## src/rtl/prefetch_queue_pkg.sv

```systemverilog
// Shared definitions for the instruction prefetch queue: FSM state encoding,
// word width and the width of the word counter.
package prefetch_queue_pkg;

    localparam int PQ_MAX_DEPTH = 8;
    localparam int WORD_W       = 16;
    localparam int PQ_CNT_W     = 4;   // holds 0..PQ_MAX_DEPTH

    typedef enum logic [1:0] {
        PQ_IDLE    = 2'd0,   // no bus request
        PQ_REQ     = 2'd1,   // read_req held until read_ack
        PQ_DISCARD = 2'd2    // stale request in flight, its data is dropped
    } pq_state_e;

endpackage

```

## src/rtl/prefetch_shift_buffer.sv

```systemverilog
// Slot array for the prefetch queue: each cycle the words shift left by the
// consumed amount, then an optional new word lands in the first free slot.
// Slots above the word count are always zero.
module prefetch_shift_buffer
    import prefetch_queue_pkg::*;
#(
    parameter int DEPTH = 4
) (
    input  logic                      clock_i,
    input  logic                      reset_n_i,
    input  logic                      clear_i,
    input  logic [1:0]                consume_i,
    input  logic                      append_i,
    input  logic [WORD_W-1:0]         data_i,
    output logic [DEPTH*WORD_W-1:0]   slots_o,
    output logic [PQ_CNT_W-1:0]       count_o
);

    logic [WORD_W-1:0]   slot_q [DEPTH];
    logic [WORD_W-1:0]   slot_d [DEPTH];
    logic [PQ_CNT_W-1:0] count_q;
    logic [PQ_CNT_W-1:0] count_d;
    logic [PQ_CNT_W-1:0] wr_idx;

    // Next slot contents: shift by consume first, then append at the new tail.
    always_comb begin
        wr_idx  = count_q - {2'b00, consume_i};
        count_d = clear_i ? '0 : wr_idx + {{(PQ_CNT_W-1){1'b0}}, append_i};
        for (int i = 0; i < DEPTH; i++) begin
            slot_d[i] = '0;
            if (!clear_i) begin
                for (int j = 0; j < DEPTH; j++) begin
                    if (j == i + int'(consume_i)) begin
                        slot_d[i] = slot_q[j];
                    end
                end
                if (append_i && (i == int'(wr_idx))) begin
                    slot_d[i] = data_i;
                end
            end
        end
    end

    // Slot and count registers, cleared by the asynchronous reset.
    always_ff @(posedge clock_i or negedge reset_n_i) begin
        if (!reset_n_i) begin
            count_q <= '0;
            for (int i = 0; i < DEPTH; i++) begin
                slot_q[i] <= '0;
            end
        end else begin
            count_q <= count_d;
            for (int i = 0; i < DEPTH; i++) begin
                slot_q[i] <= slot_d[i];
            end
        end
    end

    // Flatten the slot array, word 0 in the low bits.
    always_comb begin
        slots_o = '0;
        for (int i = 0; i < DEPTH; i++) begin
            slots_o[i*WORD_W +: WORD_W] = slot_q[i];
        end
    end

    assign count_o = count_q;

endmodule

```

## src/rtl/prefetch_queue.sv

```systemverilog
// Instruction-word prefetch queue. Fetches 16-bit words ahead of execution,
// one bus request outstanding at most, and presents IR plus extension words
// to the sequencer and decoder. Bus and odd-address errors are sticky until
// the next flush.
module prefetch_queue
    import prefetch_queue_pkg::*;
#(
    parameter int DEPTH = 4
) (
    input  logic        clock,
    input  logic        reset_n,
    input  logic        flush,
    input  logic [31:0] new_pc,
    input  logic [1:0]  consume,
    output logic        read_req,
    output logic [31:0] read_addr,
    input  logic        read_ack,
    input  logic        read_err,
    input  logic [15:0] read_data,
    output logic [15:0] ir,
    output logic [47:0] prefetch_ir,
    output logic [31:0] prefetch_pc,
    output logic        prefetch_ir_valid,
    output logic        prefetch_ir_valid_32,
    output logic        prefetch_ir_valid_48,
    output logic        prefetch_bus_error,
    output logic        prefetch_addr_error
);

    if (DEPTH < 3 || DEPTH > PQ_MAX_DEPTH) begin : g_bad_depth
        $error("prefetch_queue: DEPTH must be in 3..8");
    end

    localparam logic [PQ_CNT_W-1:0] DEPTH_C = PQ_CNT_W'(DEPTH);

    pq_state_e              state_q;
    logic                   read_req_q;
    logic [31:0]            read_addr_q;
    logic [31:0]            pc_q;
    logic                   bus_err_q;
    logic                   addr_err_q;
    logic                   enable_q;

    logic [PQ_CNT_W-1:0]    count;
    logic [DEPTH*WORD_W-1:0] slots;
    logic [1:0]             consume_eff;
    logic [PQ_CNT_W-1:0]    count_after;
    logic [PQ_CNT_W-1:0]    count_next;
    logic                   ack_ok;
    logic                   space_now;
    logic                   space_next;

    // Clamp consume to the word count so an illegal request cannot underflow.
    always_comb begin
        consume_eff = ({2'b00, consume} > count) ? count[1:0] : consume;
        count_after = count - {2'b00, consume_eff};
        ack_ok      = (state_q == PQ_REQ) && read_ack && !read_err && !flush;
        count_next  = count_after + {{(PQ_CNT_W-1){1'b0}}, ack_ok};
        space_now   = count_after < DEPTH_C;
        space_next  = count_next < DEPTH_C;
    end

    prefetch_shift_buffer #(
        .DEPTH (DEPTH)
    ) u_buf (
        .clock_i   (clock),
        .reset_n_i (reset_n),
        .clear_i   (flush),
        .consume_i (consume_eff),
        .append_i  (ack_ok),
        .data_i    (read_data),
        .slots_o   (slots),
        .count_o   (count)
    );

    // Fetch FSM with registered bus request, address, pc and error flags.
    always_ff @(posedge clock or negedge reset_n) begin
        if (!reset_n) begin
            state_q     <= PQ_IDLE;
            read_req_q  <= 1'b0;
            read_addr_q <= '0;
            pc_q        <= '0;
            bus_err_q   <= 1'b0;
            addr_err_q  <= 1'b0;
            enable_q    <= 1'b0;
        end else if (flush) begin
            pc_q        <= new_pc;
            read_addr_q <= new_pc;
            bus_err_q   <= 1'b0;
            addr_err_q  <= new_pc[0];
            enable_q    <= 1'b1;
            if (state_q != PQ_IDLE && !read_ack) begin
                // The old cycle must still complete on the bus; drop its data.
                state_q    <= PQ_DISCARD;
                read_req_q <= 1'b1;
            end else if (new_pc[0]) begin
                state_q    <= PQ_IDLE;
                read_req_q <= 1'b0;
            end else begin
                state_q    <= PQ_REQ;
                read_req_q <= 1'b1;
            end
        end else begin
            pc_q <= pc_q + {29'b0, consume_eff, 1'b0};
            case (state_q)
                PQ_IDLE: begin
                    if (enable_q && !bus_err_q && !addr_err_q && space_now) begin
                        state_q    <= PQ_REQ;
                        read_req_q <= 1'b1;
                    end
                end
                PQ_REQ: begin
                    if (read_ack) begin
                        if (read_err) begin
                            bus_err_q  <= 1'b1;
                            state_q    <= PQ_IDLE;
                            read_req_q <= 1'b0;
                        end else begin
                            read_addr_q <= read_addr_q + 32'd2;
                            if (!space_next) begin
                                state_q    <= PQ_IDLE;
                                read_req_q <= 1'b0;
                            end
                        end
                    end
                end
                PQ_DISCARD: begin
                    if (read_ack) begin
                        if (addr_err_q) begin
                            state_q    <= PQ_IDLE;
                            read_req_q <= 1'b0;
                        end else begin
                            state_q    <= PQ_REQ;
                            read_req_q <= 1'b1;
                        end
                    end
                end
                default: begin
                    state_q    <= PQ_IDLE;
                    read_req_q <= 1'b0;
                end
            endcase
        end
    end

    // Retiring more words than are queued is a sequencer bug.
    a_consume_le_count: assert property (@(posedge clock) disable iff (!reset_n)
        !flush |-> ({2'b00, consume} <= count));

    assign read_req             = read_req_q;
    assign read_addr            = read_addr_q;
    assign prefetch_pc          = pc_q;
    assign prefetch_bus_error   = bus_err_q;
    assign prefetch_addr_error  = addr_err_q;
    assign ir                   = slots[15:0];
    assign prefetch_ir          = {slots[15:0], slots[31:16], slots[47:32]};
    assign prefetch_ir_valid    = count >= PQ_CNT_W'(1);
    assign prefetch_ir_valid_32 = count >= PQ_CNT_W'(2);
    assign prefetch_ir_valid_48 = count >= PQ_CNT_W'(3);

endmodule
```

## config.mk

```make
export PLATFORM = sky130hd
export DESIGN_NAME = prefetch_queue
export DESIGN_NICKNAME = d
export VERILOG_FILES = /design/src/rtl/prefetch_queue_pkg.sv /design/src/rtl/prefetch_shift_buffer.sv /design/src/rtl/prefetch_queue.sv
export SDC_FILE = /design/constraint.sdc
export NUM_CORES = 1
export LEC_CHECK = 0
export CELL_PAD_IN_SITES_DETAIL_PLACEMENT = 0
export CELL_PAD_IN_SITES_GLOBAL_PLACEMENT = 1
export CORE_ASPECT_RATIO = 0.75
export CORE_MARGIN = 2
export CORE_UTILIZATION = 30
export DETAILED_ROUTE_END_ITERATION = 16
export HOLD_SLACK_MARGIN = 0.06
export PLACE_DENSITY_LB_ADDON = 0.1
export SYNTH_ARGS = -nofsm -noshare
export SYNTH_HDL_FRONTEND = slang
export SYNTH_SLANG_ARGS = --single-unit
```

## constraint.sdc

```tcl
create_clock -name clock -period 5.9 [get_ports clock]
set_clock_uncertainty 0.2 [all_clocks]
set_input_delay 1.18 -clock clock [delete_from_list [all_inputs] [get_ports clock]]
set_output_delay 1.18 -clock clock [all_outputs]
set_load 0.1 [all_outputs]
```

# == Word level (Yosys, flattened, before mapping) ==
# Cells that the tools add are included.
# word_totals
latchBits,0
n_memories,0
regBits,138
out_inout_bits,134
in_bits,55
ram_bits,0
word_cells,135
romBits,0
# classes
n_mul,0
bitwise_logic,0
n_reduce_logical,29
div,0
shift,0
n_eq_ne,26
n_addsub,7
n_lt_le_gt_ge,6
mux,55
# op_table
op,count
2-to-1 mux 16 bit,24
"== test 3 x 32 -> 1 bit, first input constant",6
2-to-1 mux 32 bit,5
logical NOT 32 bit,4
"== test 2 x 32 -> 1 bit, first input constant",3
"adder 32 x 2 -> 32 bit, second input constant",1
adder 32 x 3 -> 32 bit,1
2-to-1 mux 2 bit,8
2-to-1 mux 1 bit,15
"inequality test 3 bit, second input constant",4
logical AND 1 bit,11
"== test 3 x 4 -> 1 bit, first input constant",2
"greater-or-equal comparator 4 x 2 -> 1 bit, second input constant",2
"less-than comparator 4 x 3 -> 1 bit, second input constant",2
"inequality test 4 bit, second input constant",2
nonzero test 2 bit,4
"adder 2 x 2 -> 3 bit, first input constant",2
"inequality test 6 bit, second input constant",1
one-hot mux 2 bit (3 select lines),1
AND reduction 3 bit,2
logical NOT 1 bit,5
"inequality test 5 bit, second input constant",1
adder 4 x 1 -> 4 bit,1
"== test 2 bit, first input constant",2
other kinds (14),14

# == Longest topological paths before layout ==
# logic_depth
depth_word,11
ltp_mapped,16
ltp_nobuf,14

# == Hierarchy ==
# Synthesis repeated with hierarchy kept, for this count alone.
# hier_totals
hier_cells,1008
area_unflattened_um2,8982.4
# by_module_without_submodules
mod,n_inst,cells_each,seq_area_each_um2,area_each_um2
prefetch_shift_buffer,1,510,1701.6,4508.1
prefetch_queue,1,498,1751.7,4474.3

# == Least setup slack after synthesis ==
# OpenSTA, ideal clock, no wires.
# synth_path
path_kind,input to register
from,input port consume[1]
to,"register pc_q[25], in the netlist prefetch_pc[25]"
stages,11
required_time_ns,5.575
n_path_buf,0
setup_time_ns,0.125
path_slack_ns,0.823
arrival_ns,4.752
cell_sequence,ha_1 -> a211o_1 -> a211oi_1 -> a21o_1 -> clkinv_1 -> fa_1 -> nand3b_1 -> nor3_1 -> nand4_1 -> xnor2_1 -> mux2_2
# synth_between
elab_chain_len,4
# synth_lines
element,line_no,text
from (decl),prefetch_queue.sv:14,"input logic [1:0] consume,"
> comparator 2 x 4 -> 1 bit,prefetch_queue.sv:55,"consume_eff = ({2'b00, consume} > count) ? count[1:0] : consume;"
2-to-1 mux 2 bit (*),prefetch_queue.sv:55,
adder 32 x 3 -> 32 bit (*),prefetch_queue.sv:104,"pc_q <= pc_q + {29'b0, consume_eff, 1'b0};"
2-to-1 mux 32 bit (*),prefetch_queue.sv:86,end else if (flush) begin
to (signal assigned),prefetch_queue.sv:87,pc_q <= new_pc;
to (signal assigned),prefetch_queue.sv:104,
to (decl),prefetch_queue.sv:39,logic [31:0] pc_q;
# Mark *: on every way between the ends. The rest lies on a longest branch, timed or not.
# A chain may end at the register's enable or synchronous reset.

# == Worst setup path in the final report ==
# layout_path
from,input port consume[0]
to,"register u_buf.slot_q, in the netlist u_buf.slots_o[6]"
# layout_between
elab_chain_len,8
elab_cells_between_ends,15
cone_classes,add/sub: 1; order compare: 1; eq/ne: 4; mux: 6; reduce/logical: 3
# layout_lines
element,line_no,text
> comparator 2 x 4 -> 1 bit,prefetch_queue.sv:55,
2-to-1 mux 2 bit (*),prefetch_queue.sv:55,
branches (longest 6 deep; another with subtractor 4 x 2 -> 4 bit),n/a,
"to (signal, indexed assignment)",prefetch_shift_buffer.sv:54,slot_q[i] <= slot_d[i];
to (decl),prefetch_shift_buffer.sv:19,logic [WORD_W-1:0] slot_q [DEPTH];
# Mark *: on every way between the ends.

==> results.py <==
metrics = {
    "timing": {
        "min_period_ns": 5.25,
        "fin_worst_hold_slack_ns": 0.267,
        "setup_viol": 0,
        "max_freq_ghz": 0.190,
        "report.final.slew_viol_count": 0,
        "hold_viol_final": 0,
        "slew_headroom_pct": 29.3,
        "fin_tns_setup_ns": 0,
        "tightest_slew_ns": 1.06,
        "min_period_over_period_pct": 89.0,
        "rsz0062_at_grt": "no",
    },
    "cts": {
        "cts_made_buffers": 17,
        "cts_setup_buffers": 0,
        "clock-sinks": 138,
        "cts_max_path_buffers": 2,
        "cts_root_buffer": "clkbuf_16",
        "clk_pin_slew_ns": 0.07,
        "cts_tree": "built",
        "cts_hold_buffers": 0,
        "clk_latency_ns": 0.43,
        "cts_resized": 0,
        "htreeDepth": 4,
    },
    "route": {
        "route.detailed.wl_per_inst_um": 22.0,
        "routed_via_density": 5.37,
        "first_iter_violations": 641,
        "routed_wirelength_mm": 34.1,
        "firstDrtPassIters": 5,
        "ant_nets": 0,
        "vias": 8328,
        "drc": 0,
    },
    "power_and_ir_drop": {
        "power.leakage_nw": 4.57,
        "ir_worst_vdd_mv": 0.204,
        "powerDensity_mw_per_mm2": 390,
    },
    "flow_run": {
        "drv_cap": 0,
    },
    "synthesis": {
        "syn-num-nets": 1100,
        "syn_area_per_cell_um2": 8.93,
        "synth_cell_types": 58,
        "yosys_warnings": 0,
        "synth-seq-area-share_pct": 37.7,
        "synth-edff-count": 0,
        "postSynthCellCount": 1026,
        "synthArstFlopShare_pct": 100,
        "synth_area_mm2": 0.00916,
        "ys_seq_elements": 138,
        "synthFlopType": "dfrtp_1",
    },
    "setup_path": {
        "ff2ff_setup_slack_ns": 1.27,
        "worstPathRequired_ns": 6.05,
        "crit_type": "in2reg",
        "critPathLaunchType": "primary input",
        "arrival_ns": 5.40,
        "end_kind": "register",
        "cp_max_fo": 16,
    },
    "place": {
        "dpl.hpwl_mm": 22.3,
        "portBuffers": 188,
        "gp_congestion": 0.763,
    },
    "floorplan": {
        "die-area_mm2": 0.0320,
        "coreArea_mm2": 0.0301,
        "die_w_um": 206,
        "die_y_um": 155,
        "row_count": 55,
        "ios": 189,
        "start_util_pct": 30.4,
    },
    "final_layout": {
        "layout_commonest_cell": "clkdlybuf4s50_1",
        "area_growth_pct": 28.3,
        "nets": 1213,
        "drive_above_1_share_pct": 10.6,
        "mostFrequentLayoutCells": "clkdlybuf4s50_1 (186), dfrtp_1 (138), nand2_1 (117)",
        "diodes": 0,
        "fillers": 3081,
    },
    "outcome": {
        "status": "finished, final reports clean",
    },
    "global_routing": {
        "antenna_found_initial": 0,
        "grt_usage_pct": 21.8,
        "grt_pass1_vias": 8067,
        "grt_max_degree": 91,
        "grt-ovfl-total": 0,
        "grt_pass1_wl_mm": 52.3,
    },
    "worst_hold_path": {
        "hp-class": "reg2reg",
    },
}
==> Yosys cell counts (3+ instances only) <==
cell type  instances  area [µm²]
nand2_1          117         439
buf_4             65         488
a21boi_0           9        67.6
nand4_1           20         125
nor3b_1            3        22.5
nor2b_1            7        43.8
and3_1             7        43.8
a211oi_1          20         150
nand3_1           31         155
nor4_1            12        75.1
ha_1              17         213
nor3_1            13        65.1
a211o_1           10        87.6
nand2b_1           9        56.3
and2_1            21         131
nand3b_1          18         135
buf_1              4        15.0
a21oi_1           70         350
o21a_1             3        22.5
a221o_1           40         400
xnor2_1           31         272
mux2_2            33         372
nor2_1            60         225
a31oi_1            5        31.3
a221oi_1          16         140
dfrtp_1          138        3450
xor2_1            26         228
o21ai_0           45         225
clkbuf_1          57         214
inv_1             20        75.1
buf_2              9        45.0
a22oi_1           56         420
==> logic make-up after synthesis <==
logic type      synth area share [%]
fa+ha+maj                       2.76
compound gates                  22.6
mux                             4.16
flops                           37.7
xor+xnor                        5.69
simple gates                    17.9
buf+inv                         9.22
==> state kept, by name (all words and copies together), names as in the netlist <==
| name | cells |
|---|---|
| state_q | 2 |
| prefetch_bus_error | 1 |
| u_buf.slots_o | 64 |
| u_buf.count_o | 4 |
| read_req | 1 |
| enable_q | 1 |
| read_addr | 32 |
| prefetch_addr_error | 1 |
| prefetch_pc | 32 |
==> layer usage <==
metal | vias up | track usage [%] | part of all wire (%)
met5 | - | 0 | 0
met3 | 31 | 3.90 | 5.3
met1 | 4091 | 33.2 | 50
met2 | 276 | 31.5 | 43
met4 | 0 | 5.37 | 1.3
li1 | 3930 | - | -
==> layout make-up <==
class	instances	area, µm²	share of cell area, %
Multi-Input combinational cell	731	4890	41.6
Sequential cell	138	3450	29.4
Timing Repair Buffer	229	2200	18.7
Tap cell	399	499	4.25
Clock buffer	18	439	3.74
Clock inverter	14	195	1.66
Inverter	22	82.6	0.702
==> critical path, stage by stage <==
cell and delay (ns):
clkdlybuf4s50_1 0.49, inv_1 0.05, ha_1 0.28, a211o_1 0.29
a21o_1 0.22, nand2_1 0.08, o21ai_0 0.12, ha_1 0.23
fa_1 0.44, nor2_1 0.12, or4bb_1 0.70, a311oi_4 0.41
buf_4 0.30, buf_4 0.23, a21oi_1 0.06, a22oi_1 0.17
==> metrics by stage <==
step / area [µm²] / setup slack, ns / utilization (%) / power, mW / std cells
final: 11800 / 0.650 / 39.0 / 4.58 / 1551
after global placement: 11100 / 0.222 / 36.9 / 3.38 / 1519
after global routing: 11800 / 0.363 / 39.0 / 4.80 / 1551
after floorplan: 9160 / 0.823 / - / 2.66 / 1026
after detailed placement: 11100 / 0.168 / 36.9 / 3.38 / 1519
after CTS: 11800 / 0.593 / 39.0 / 4.60 / 1551
==> report_power, final <==
group	leakage [nW]	total (mW)	switching, mW	internal (mW)
Combinational	2.52	2.22	1.65	0.575
Clock	0.299	1.20	0.473	0.722
Sequential	1.76	1.17	0.130	1.04
==> final timing paths <==
path | startpoint | to | cells past startpoint
worst min register to register | enable_q | enable_q | 1
max in group asynchronous | reset_n | prefetch_bus_error | 2
worst max-delay path | consume[0] | u_buf.slots_o[6] | 16
worst max register to register | u_buf.count_o[1] | u_buf.slots_o[6] | 15
min in group asynchronous | reset_n | prefetch_pc[15] | 1
worst min-delay path | enable_q | enable_q | 1
Note: power is estimated with default switching activity, not from simulation.
